<file path="src/rtl/sd_cmd_tx_pkg.sv">
// Shared SD definitions: CRC7, frame length and command-TX state encoding.
// The response receiver reuses sd_crc7_40 for its own CRC check.
package sd_cmd_tx_pkg;

  localparam logic [6:0] CRC7_POLY = 7'h09;
  localparam int         FRAME_LEN = 48;

  typedef enum logic [1:0] {
    IDLE,
    SEND,
    GAP
  } sd_state_e;

  // Zero-seed CRC7 (x^7+x^3+1) over 40 bits, MSB first.
  function automatic logic [6:0] sd_crc7_40(
    input logic [39:0] d
  );
    logic [6:0] c;
    logic       fb;
    c = '0;
    for (int i = 39; i >= 0; i--) begin
      fb = d[i] ^ c[6];
      c  = {c[5:0], 1'b0};
      if (fb) c = c ^ CRC7_POLY;
    end
    return c;
  endfunction

  function automatic logic [47:0] sd_cmd_frame(
    input logic [5:0]  index,
    input logic [31:0] arg
  );
    logic [39:0] head;
    head = {2'b01, index, arg};
    return {head, sd_crc7_40(head), 1'b1};
  endfunction

endpackage

</file>
<file path="src/rtl/sd_cmd_tx.sv">
// SD CMD-line transmitter: shifts out 48-bit command frames on falling
// SD clock strobes, then holds the line idle for NGAP SD clocks.
module sd_cmd_tx
  import sd_cmd_tx_pkg::*;
#(
  parameter int NGAP = 8
) (
  input  logic        i_clk,
  input  logic        i_reset_n,
  input  logic        i_ckstb,
  input  logic        i_hlfck,
  input  logic [7:0]  i_ckspd,
  input  logic        i_valid,
  output logic        o_ready,
  input  logic [5:0]  i_index,
  input  logic [31:0] i_arg,
  output logic        o_cmd_en,
  output logic [1:0]  o_cmd_data,
  output logic        o_done
);

  localparam int GW = $clog2(NGAP + 2) + 1;

  sd_state_e       state_q, state_d;
  logic [47:0]     sr_q, sr_d;
  logic [5:0]      cnt_q, cnt_d;
  logic [GW-1:0]   gap_q, gap_d;
  logic            en_q, en_d;
  logic [1:0]      dat_q, dat_d;
  logic            done_q, done_d;
  logic            two;

  // Rising-edge strobe is not needed: all CMD changes follow hlfck.
  logic unused_ckstb;
  assign unused_ckstb = i_ckstb;

  always_ff @(posedge i_clk or negedge i_reset_n) begin
    if (!i_reset_n) begin
      state_q <= IDLE;
      sr_q    <= '0;
      cnt_q   <= '0;
      gap_q   <= '0;
      en_q    <= 1'b0;
      dat_q   <= 2'b11;
      done_q  <= 1'b0;
    end else begin
      state_q <= state_d;
      sr_q    <= sr_d;
      cnt_q   <= cnt_d;
      gap_q   <= gap_d;
      en_q    <= en_d;
      dat_q   <= dat_d;
      done_q  <= done_d;
    end
  end

  always_comb begin
    state_d = state_q;
    sr_d    = sr_q;
    cnt_d   = cnt_q;
    gap_d   = gap_q;
    en_d    = en_q;
    dat_d   = dat_q;
    done_d  = 1'b0;
    two     = (i_ckspd == 8'd0);
    unique case (state_q)
      IDLE: begin
        en_d  = 1'b0;
        dat_d = 2'b11;
        gap_d = '0;
        if (i_valid) begin
          sr_d    = sd_cmd_frame(i_index, i_arg);
          cnt_d   = 6'(FRAME_LEN);
          state_d = SEND;
        end
      end
      SEND: begin
        if (i_hlfck) begin
          en_d = 1'b1;
          // A lone trailing bit is always sent single even at full speed.
          if (two && cnt_q >= 6'd2) begin
            dat_d = sr_q[47:46];
            sr_d  = {sr_q[45:0], 2'b00};
            cnt_d = cnt_q - 6'd2;
          end else begin
            dat_d = {2{sr_q[47]}};
            sr_d  = {sr_q[46:0], 1'b0};
            cnt_d = cnt_q - 6'd1;
          end
          if (cnt_d == 6'd0) state_d = GAP;
        end
      end
      GAP: begin
        if (i_hlfck) begin
          en_d  = 1'b0;
          dat_d = 2'b11;
          gap_d = gap_q + GW'(two ? 2 : 1);
          if (gap_d >= GW'(NGAP)) begin
            gap_d   = '0;
            done_d  = 1'b1;
            state_d = IDLE;
          end
        end
      end
      default: state_d = IDLE;
    endcase
  end

  assign o_ready    = (state_q == IDLE);
  assign o_cmd_en   = en_q;
  assign o_cmd_data = dat_q;
  assign o_done     = done_q;

endmodule

</file>
<file path="config.mk">
export PLATFORM = sky130hd
export DESIGN_NAME = sd_cmd_tx
export DESIGN_NICKNAME = d
export VERILOG_FILES = /design/src/rtl/sd_cmd_tx_pkg.sv /design/src/rtl/sd_cmd_tx.sv
export SDC_FILE = /design/constraint.sdc
export NUM_CORES = 1
export LEC_CHECK = 0
export CORE_UTILIZATION = 56
export DETAILED_ROUTE_END_ITERATION = 8
export HOLD_SLACK_MARGIN = 0.08
export PLACE_DENSITY = 0.78
export SYNTH_ARGS = -nofsm -noshare
export SYNTH_HDL_FRONTEND = slang
export SYNTH_SLANG_ARGS = --single-unit
</file>
<file path="constraint.sdc">
create_clock -name i_clk -period 3.1 [get_ports i_clk]
set_input_delay 0.465 -clock i_clk [delete_from_list [all_inputs] [get_ports i_clk]]
set_output_delay 0.465 -clock i_clk [all_outputs]
set_load 0.05 [all_outputs]
</file>
After elaboration in Yosys (flattened, before gate mapping):

Cells that the tools add are included.

* add/subtract/negate cells: 3
* mux-type cells: 144
* eq/ne operators: 7
* bitwise operators: 76
* magnitude comparators: 2
* reduce and logical (&&, ||, !) cells: 11

Operators with widths (number)
* 7-bit 2-to-1 mux: 76
* 4-bit 2-to-1 mux: 38
* 48-bit 2-to-1 mux: 3
* 48-bit one-hot mux with 2 select lines: 1
* 2-bit inverter: 38
* 1-bit bitwise XOR: 38
* 6-bit 2-to-1 mux: 5
* 2-bit 2-to-1 mux: 8
* 2-bit one-hot mux with 3 select lines: 2
* 6-bit one-hot mux with 2 select lines: 1
* 5-bit 2-to-1 mux: 2
* 2-bit inequality test (second input constant): 5
* 5-bit one-hot mux with 2 select lines: 1
* 8-bit logical NOT: 1
* 6-bit by 2-bit greater-or-equal comparator with 1-bit output (second input constant): 1
* 6-bit logical NOT: 1
* 1-bit 2-to-1 mux: 6
* 3-bit AND reduction: 2
* 6-bit by 1-bit subtractor with 6-bit output (second input constant): 1
* 6-bit by 2-bit subtractor with 6-bit output (second input constant): 1
* 5-bit by 2-bit adder with 5-bit output: 1
* 5-bit by 4-bit greater-or-equal comparator with 1-bit output (second input constant): 1
* 5-bit AND reduction: 1
* 2-bit nonzero test: 2
* other kinds (7): 7

* register bits: 65
* word-level logic and storage cells: 250
* input port bits: 51
* output and inout bits: 5

Logic depth before layout (Yosys ltp):

Gate-level depths: netlist of the first run.

* depth after elaboration: 154
* gate-level depth with buffers: 10
* gate-level depth less buffers: 10

Worst setup path before layout of the first run:

No wires, ideal clock.

* path kind: input to register
* from: input i_ckspd[7]
* to: register gap_q[2]
* required time: 2979 ps
* path buffers: 0
* arrival time: 2716 ps
* path slack: 263 ps
* cell stages on the path: 8
* path through: or4_1 or2_2 fa_1 xor2_1 a41oi_1 o21ai_0 a22o_1 a22o_1

* longest elaborated chain between the ends: 7

RTL lines
* start: declaration: RTL line sd_cmd_tx.sv:12 `input logic [7:0] i_ckspd,`
* 8-bit logical NOT (*): RTL line sd_cmd_tx.sv:65 `two = (i_ckspd == 8'd0);`
* 2-bit 2-to-1 mux (*): RTL line sd_cmd_tx.sv:97 `gap_d = gap_q + GW'(two ? 2 : 1);`
* 5-bit by 2-bit adder with 5-bit output (*): RTL line sd_cmd_tx.sv:97
* 5-bit by 4-bit greater-or-equal comparator with 1-bit output: RTL line sd_cmd_tx.sv:98 `if (gap_d >= GW'(NGAP)) begin`
* 5-bit 2-to-1 mux (*): RTL line sd_cmd_tx.sv:98
* 5-bit 2-to-1 mux (*): RTL line sd_cmd_tx.sv:94 `if (i_hlfck) begin`
* 5-bit one-hot mux with 2 select lines (*): RTL line sd_cmd_tx.sv:66 `unique case (state_q)`
* end signal: assignment: RTL line sd_cmd_tx.sv:50 `gap_q <= gap_d;`
* end: declaration: RTL line sd_cmd_tx.sv:27 `logic [GW-1:0] gap_q, gap_d;`

Mark *: on every way between the ends. The rest lies on a longest branch, timed or not. The select of a mux whose other input is x is not followed.
A chain may end at the register's enable or synchronous reset.

Worst setup path in the final report of the first run:

* from: input i_ckspd[3]
* to: register gap_q[2]

Same word-level chain as after synthesis.

==> results_dict.tcl, run 1 <==
set metrics [dict create \
    status "completed" \
    ys_types 47 \
    routedWlPerCell_um 17.5 \
    wl_met1_mm 4.48 \
    grt_overflow 0 \
    syn2layout_area_growth_pct 23.8 \
    drt-total-wl_mm 9.92 \
    cp-end-kind "flip-flop" \
    syn_area_um2 4250 \
    grt_use_total_pct 27.1 \
    diodes 0 \
    cp.arrival_ns 3.24 \
    remaining_drc_errors 0 \
    design_area_um2 5260 \
    crit_path_start_kind "input pin" \
    leakage_nw 2.62 \
    cap_violations 0 \
    postSynthAreaPerCell_um2 10.8 \
    cts.path.max_buffers 2 \
    grt_start_max_net_pins 53 \
    ant_nets 0 \
    synth_enable_flop_cells 0 \
    grt_pass1_wl_mm 15.9 \
    numPortBuffers 54 \
    gp_congestion 0.814 \
    dieArea_um2 7940 \
    die_x_um 89.1 \
    synth_nets 451 \
    crit_required_ns 3.35 \
    period_minus_slack_ns 3.00 \
    antenna_found_initial 0 \
    r2r_cells 9 \
    root_buffer "clkbuf_8" \
    rr_startpoint "cnt_q[0]" \
    drv_slew 0 \
    dr_wl_met2_mm 4.83 \
    cts_tree "yes" \
    drt_pass1_iterations 5 \
    hpwl_mm 7.15 \
    pin_count 56 \
    first_iter_violations 241 \
    clk_pin_slew_ns 0.07 \
    syn_inst 393 \
    rsz0062_at_grt "false" \
    fillers 557 \
    grt_pass1_vias 3299 \
    fin_ws_ns 0.103 \
    synth-warning-count 0 \
    slew-limit-headroom_pct 41.9 \
    vias 3395 \
    ys_async_sr_fraction_pct 100 \
    chipHeight_um 89.1 \
    top_layer_used "met4" \
    fin_nets 521 \
    setup_violations 0 \
    cts_hold_buf 0 \
    crit_buf_inv 1 \
    max_freq_mhz 334 \
    place_inst 551 \
    cts.sinks 65 \
    placed_cell_area_um2 5050 \
    fin_worst_skew_ns 0.00755 \
    clk_latency_ns 0.36 \
    vdd_drop_max_mv 0.443 \
    hold-worst-slack_ns 0.0734 \
    fin_crit_sh_pct 96.7 \
    final_core_util_pct 72.1 \
    finalHoldViolations 0 \
    cp_slowest_stage_delay_ns 0.56 \
    cp_top_family "simple AND/OR/NAND/NOR gates" \
    cts_made_buffers 9 \
    finalPower_mw 3.87 \
    reg2reg_to "state_q[1]" \
    worstPathCellList "clkdlybuf4s50_1 -> or4_1 -> or2_2 -> fa_1 -> xor2_1 -> a41oi_1 -> o21ai_0 -> a22o_1 -> a22o_1" \
    worstHoldPathType "in -> async" \
    drive_above_1_share_pct 12.2 \
    synth-main-ff-cell "dfrtp_1" \
    synth.ff_latch_count 65 \
    coreArea_um2 7290 \
    stdcell_count 567 \
    pwr_density_cell_nw_per_um2 736 \
    rrSetupSlack_ns 0.62 \
    viasPerCell 5.99 \
    worst_slew_pin_slew_ns 0.870 \
    path_max_fanout 3 \
    cts_resized 0 \
    critPathKind "in -> reg" \
    cpMostUsedCell "a22o_1" \
    tns_ns 0 \
    wl_met3_um 442 \
    fp-row-count 31 \
    start_util_pct 58.2 \
    cts_setup_buffers 0 \
    synth_seq_area_share_pct 38.4 \
    slowest_stage "or4_1" \
    dp_slack_ns -0.256 \
    htreeDepth 3 \
]
## routing by layer
layer	track usage, %	vias to the layer above
met5	0	-
met2	45.0	100
met4	9.81	0
met3	4.43	14
li1	-	1589
met1	36.3	1692
## registers in the layout (all words and copies together) (netlist names)
name        count
o_cmd_data      2
state_q         2
sr_q           48
o_cmd_en        1
gap_q           5
o_done          1
cnt_q           6
## cell usage after synthesis, types with 4 or more instances
cell type / instances / area, µm²
a22oi_1: 35 / 263
mux2_2: 4 / 45.0
xor2_1: 12 / 105
xnor2_1: 29 / 254
o221ai_1: 5 / 43.8
nand2_1: 17 / 63.8
a22o_1: 6 / 52.6
dfrtp_1: 63 / 1580
o21ai_0: 49 / 245
xnor3_1: 15 / 338
nor2_1: 14 / 52.6
a21oi_1: 9 / 45.0
inv_1: 10 / 37.5
mux2i_1: 46 / 460
buf_2: 5 / 25.0
nor2b_1: 5 / 31.3
clkbuf_1: 18 / 67.6
ha_1: 6 / 75.1
## where the power goes
part	switching, mW	internal (mW)
Sequential	0.268	1.15
Combinational	0.775	0.914
Clock	0.346	0.416
## how the worst max path moves through the flow
stage	startpoint	to	slack (ns)	cells after the start
after global placement	i_ckspd[7]	gap_q[2]	-0.18	9
after detailed placement	i_ckspd[2]	gap_q[2]	-0.26	9
after floorplan	i_ckspd[7]	gap_q[2]	0.26	8
final	i_ckspd[3]	gap_q[2]	0.10	9
after CTS	i_ckspd[2]	gap_q[2]	0.09	9
after global routing	i_ckspd[3]	gap_q[2]	0.00004	9
## cell usage in the layout, fill, tap and decap left out, drive strengths merged, types with 2 or more instances in the layout
master / netlist / final
a21o: 2 / 2
a21oi: 9 / 9
a22o: 6 / 6
a22oi: 35 / 35
a31oi: 2 / 2
a41oi: 2 / 2
buf: 5 / 29
clkbuf: 18 / 12
clkdlybuf4s50: 0 / 53
clkinv: 0 / 2
dfrtp: 63 / 63
dfstp: 2 / 2
ha: 6 / 6
inv: 10 / 10
mux2: 4 / 4
mux2i: 46 / 46
nand2: 17 / 17
nand2b: 3 / 3
nand3: 2 / 2
nand3b: 2 / 2
nor2: 14 / 14
nor2b: 5 / 5
nor3: 3 / 3
o21ai: 49 / 49
o221ai: 5 / 5
o22ai: 3 / 3
or4: 3 / 3
xnor2: 29 / 29
xnor3: 16 / 16
xor2: 13 / 13
xor3: 4 / 4
## cells by family (layout without fill, tap and decap cells)
group,count (synthesis),in the layout,synth area share [%]
AOI/OAI and AO/OA,122,122,18.5
DFF,65,65,38.4
xor gates and xnor gates,62,62,19.6
and+or+nand+nor,54,54,6.28
muxes,50,50,11.9
buffers and inverters,33,108,3.06
adders and majority gates,7,7,2.24
## worst register-to-register path, stage by stage (launching register included)
cell,delay (ns)
dfrtp_1,0.45
inv_1,0.10
ha_1,0.20
nor4_1,0.22
a211o_2,0.19
buf_4,0.15
a31oi_1,0.11
or4_1,0.51
a31oi_1,0.29
mux2_2,0.21
## cell type report
class | count | area, µm² | area share (%)
clock inverter | 4 | 51.3 | 0.975
timing repair buffer | 82 | 771 | 14.7
clock buffer | 12 | 155 | 2.95
inverter | 10 | 37.5 | 0.714
tap | 99 | 124 | 2.36
multi-input combinational | 295 | 2490 | 47.4
sequential | 65 | 1630 | 31.0
Note: power is estimated with default switching activity, not from simulation.
==> inputs of run 2 (changes only) <==
CORE_UTILIZATION = 55   (was 56)
HOLD_SLACK_MARGIN = unset   (was 0.08)
PLACE_DENSITY = 0.77   (was 0.78)
==> results_dict.tcl, run 2 (same netlist as run 1, synthesis figures left out) <==
set metrics [dict create \
    status "completed" \
    fin_nets 522 \
    viasPerCell 5.92 \
    grt_pass1_vias 3364 \
    cts_setup_buffers 0 \
    dieArea_um2 8080 \
    start_util_pct 57.6 \
    remaining_drc_errors 0 \
    cts_hold_buf 0 \
    worstHoldPathType "in -> async" \
    final_common_cell "dfrtp_1" \
    cap_violations 0 \
    htreeDepth 3 \
    wl_met1_mm 4.19 \
    chipHeight_um 89.9 \
    vdd_drop_max_mv 0.461 \
    top_register "sr_q" \
    routedWlPerCell_um 17.0 \
    grt_start_max_net_pins 66 \
    final_core_util_pct 71.0 \
    first_iter_violations 192 \
    coreArea_um2 7370 \
    syn2layout_area_growth_pct 23.1 \
    crit_required_ns 3.33 \
    clk_latency_ns 0.34 \
    vias 3360 \
    setup_violations 0 \
    grt_overflow 0 \
    cp-end-kind "flip-flop" \
    top_layer_used "met4" \
    hpwl_mm 6.90 \
    cts_resized 0 \
    pin_count 56 \
    drive_above_1_share_pct 11.9 \
    cts.sinks 65 \
    rsz0062_at_grt "false" \
    root_buffer "clkbuf_8" \
    tns_ns 0 \
    clk_pin_slew_ns 0.07 \
    antenna_found_initial 0 \
    cts_tree "yes" \
    period_minus_slack_ns 3.01 \
    critPathKind "in -> reg" \
    wl_met3_um 369 \
    path_max_fanout 3 \
    dr_wl_met2_mm 4.93 \
    leakage_nw 2.61 \
    diodes 0 \
    cts.path.max_buffers 2 \
    drt_pass1_iterations 5 \
    ant_nets 0 \
    hold-worst-slack_ns 0.284 \
    numPortBuffers 54 \
    fp-row-count 31 \
    largest_reg_flops 48 \
    finalHoldViolations 0 \
    largestRegisters "sr_q: 48 flops, cnt_q: 6 flops, gap_q: 5 flops" \
    grt_use_total_pct 25.1 \
    pwr_density_cell_nw_per_um2 731 \
    cp.arrival_ns 3.24 \
    grt_pass1_wl_mm 16.2 \
    gp_congestion 0.842 \
    slew-limit-headroom_pct 27.6 \
    crit_path_start_kind "input pin" \
    die_x_um 89.9 \
    cts_made_buffers 9 \
    drv_slew 0 \
    fin_worst_skew_ns 0.00453 \
    worst_slew_pin_slew_ns 1.08 \
    final_cell_mix "dfrtp_1 (63), clkdlybuf4s50_1 (53), o21ai_0 (49)" \
    drt-total-wl_mm 9.64 \
    fin_crit_sh_pct 97.0 \
    max_freq_mhz 332 \
]
## run 2: final timing paths
kind | end | slack, ns | startpoint | cells after the start
max in group asynchronous | sr_q[17] | 2.25 | i_reset_n | 2
hold / removal | gap_q[1] | 0.28 | i_reset_n | 2
min in group i_clk | sr_q[0] | 0.51 | sr_q[0] | 2
setup / recovery | gap_q[2] | 0.09 | i_ckspd[7] | 9
setup reg to reg | state_q[1] | 0.59 | cnt_q[0] | 9
hold reg to reg | sr_q[0] | 0.51 | sr_q[0] | 2
## run 2: power breakdown
part           switching, mW  total [mW]  leakage, nW  internal (mW)
clock network          0.323       0.715       0.0974          0.392
registers              0.271        1.42        0.847           1.15
logic                  0.765        1.68         1.66          0.916
## run 2: cell type report
class                      count  area (µm²)
multi-input combinational    295        2500
fill                         540        2140
sequential                    65        1630
timing repair buffer          83         753
clock buffer                  13         149
tap                           99         124
clock inverter                 3        40.0
inverter                      10        37.5
## run 2: per-stage QoR
stage	worst slack (ns)	cells	power, mW	cell area [µm²]
after floorplan	0.263	393	2.62	4250
after global placement	-0.188	552	3.04	5040
after detailed placement	-0.267	552	3.10	5040
after CTS	0.0950	568	3.83	5230
after global routing	0.0183	568	4.07	5230
final	0.0919	568	3.82	5230
## run 2: worst max-delay path: stages
cell	delay [ns]
clkdlybuf4s50_1	0.39
or4_1	0.54
or2_2	0.36
fa_1	0.45
xor2_1	0.18
a41oi_1	0.30
o21ai_0	0.13
a22o_1	0.24
a22o_1	0.18
## run 2: routing by layer
layer	up-vias	track usage, %
met5	-	0
met4	0	8.60
met3	14	3.98
met2	87	44.4
met1	1670	31.3
li1	1589	-
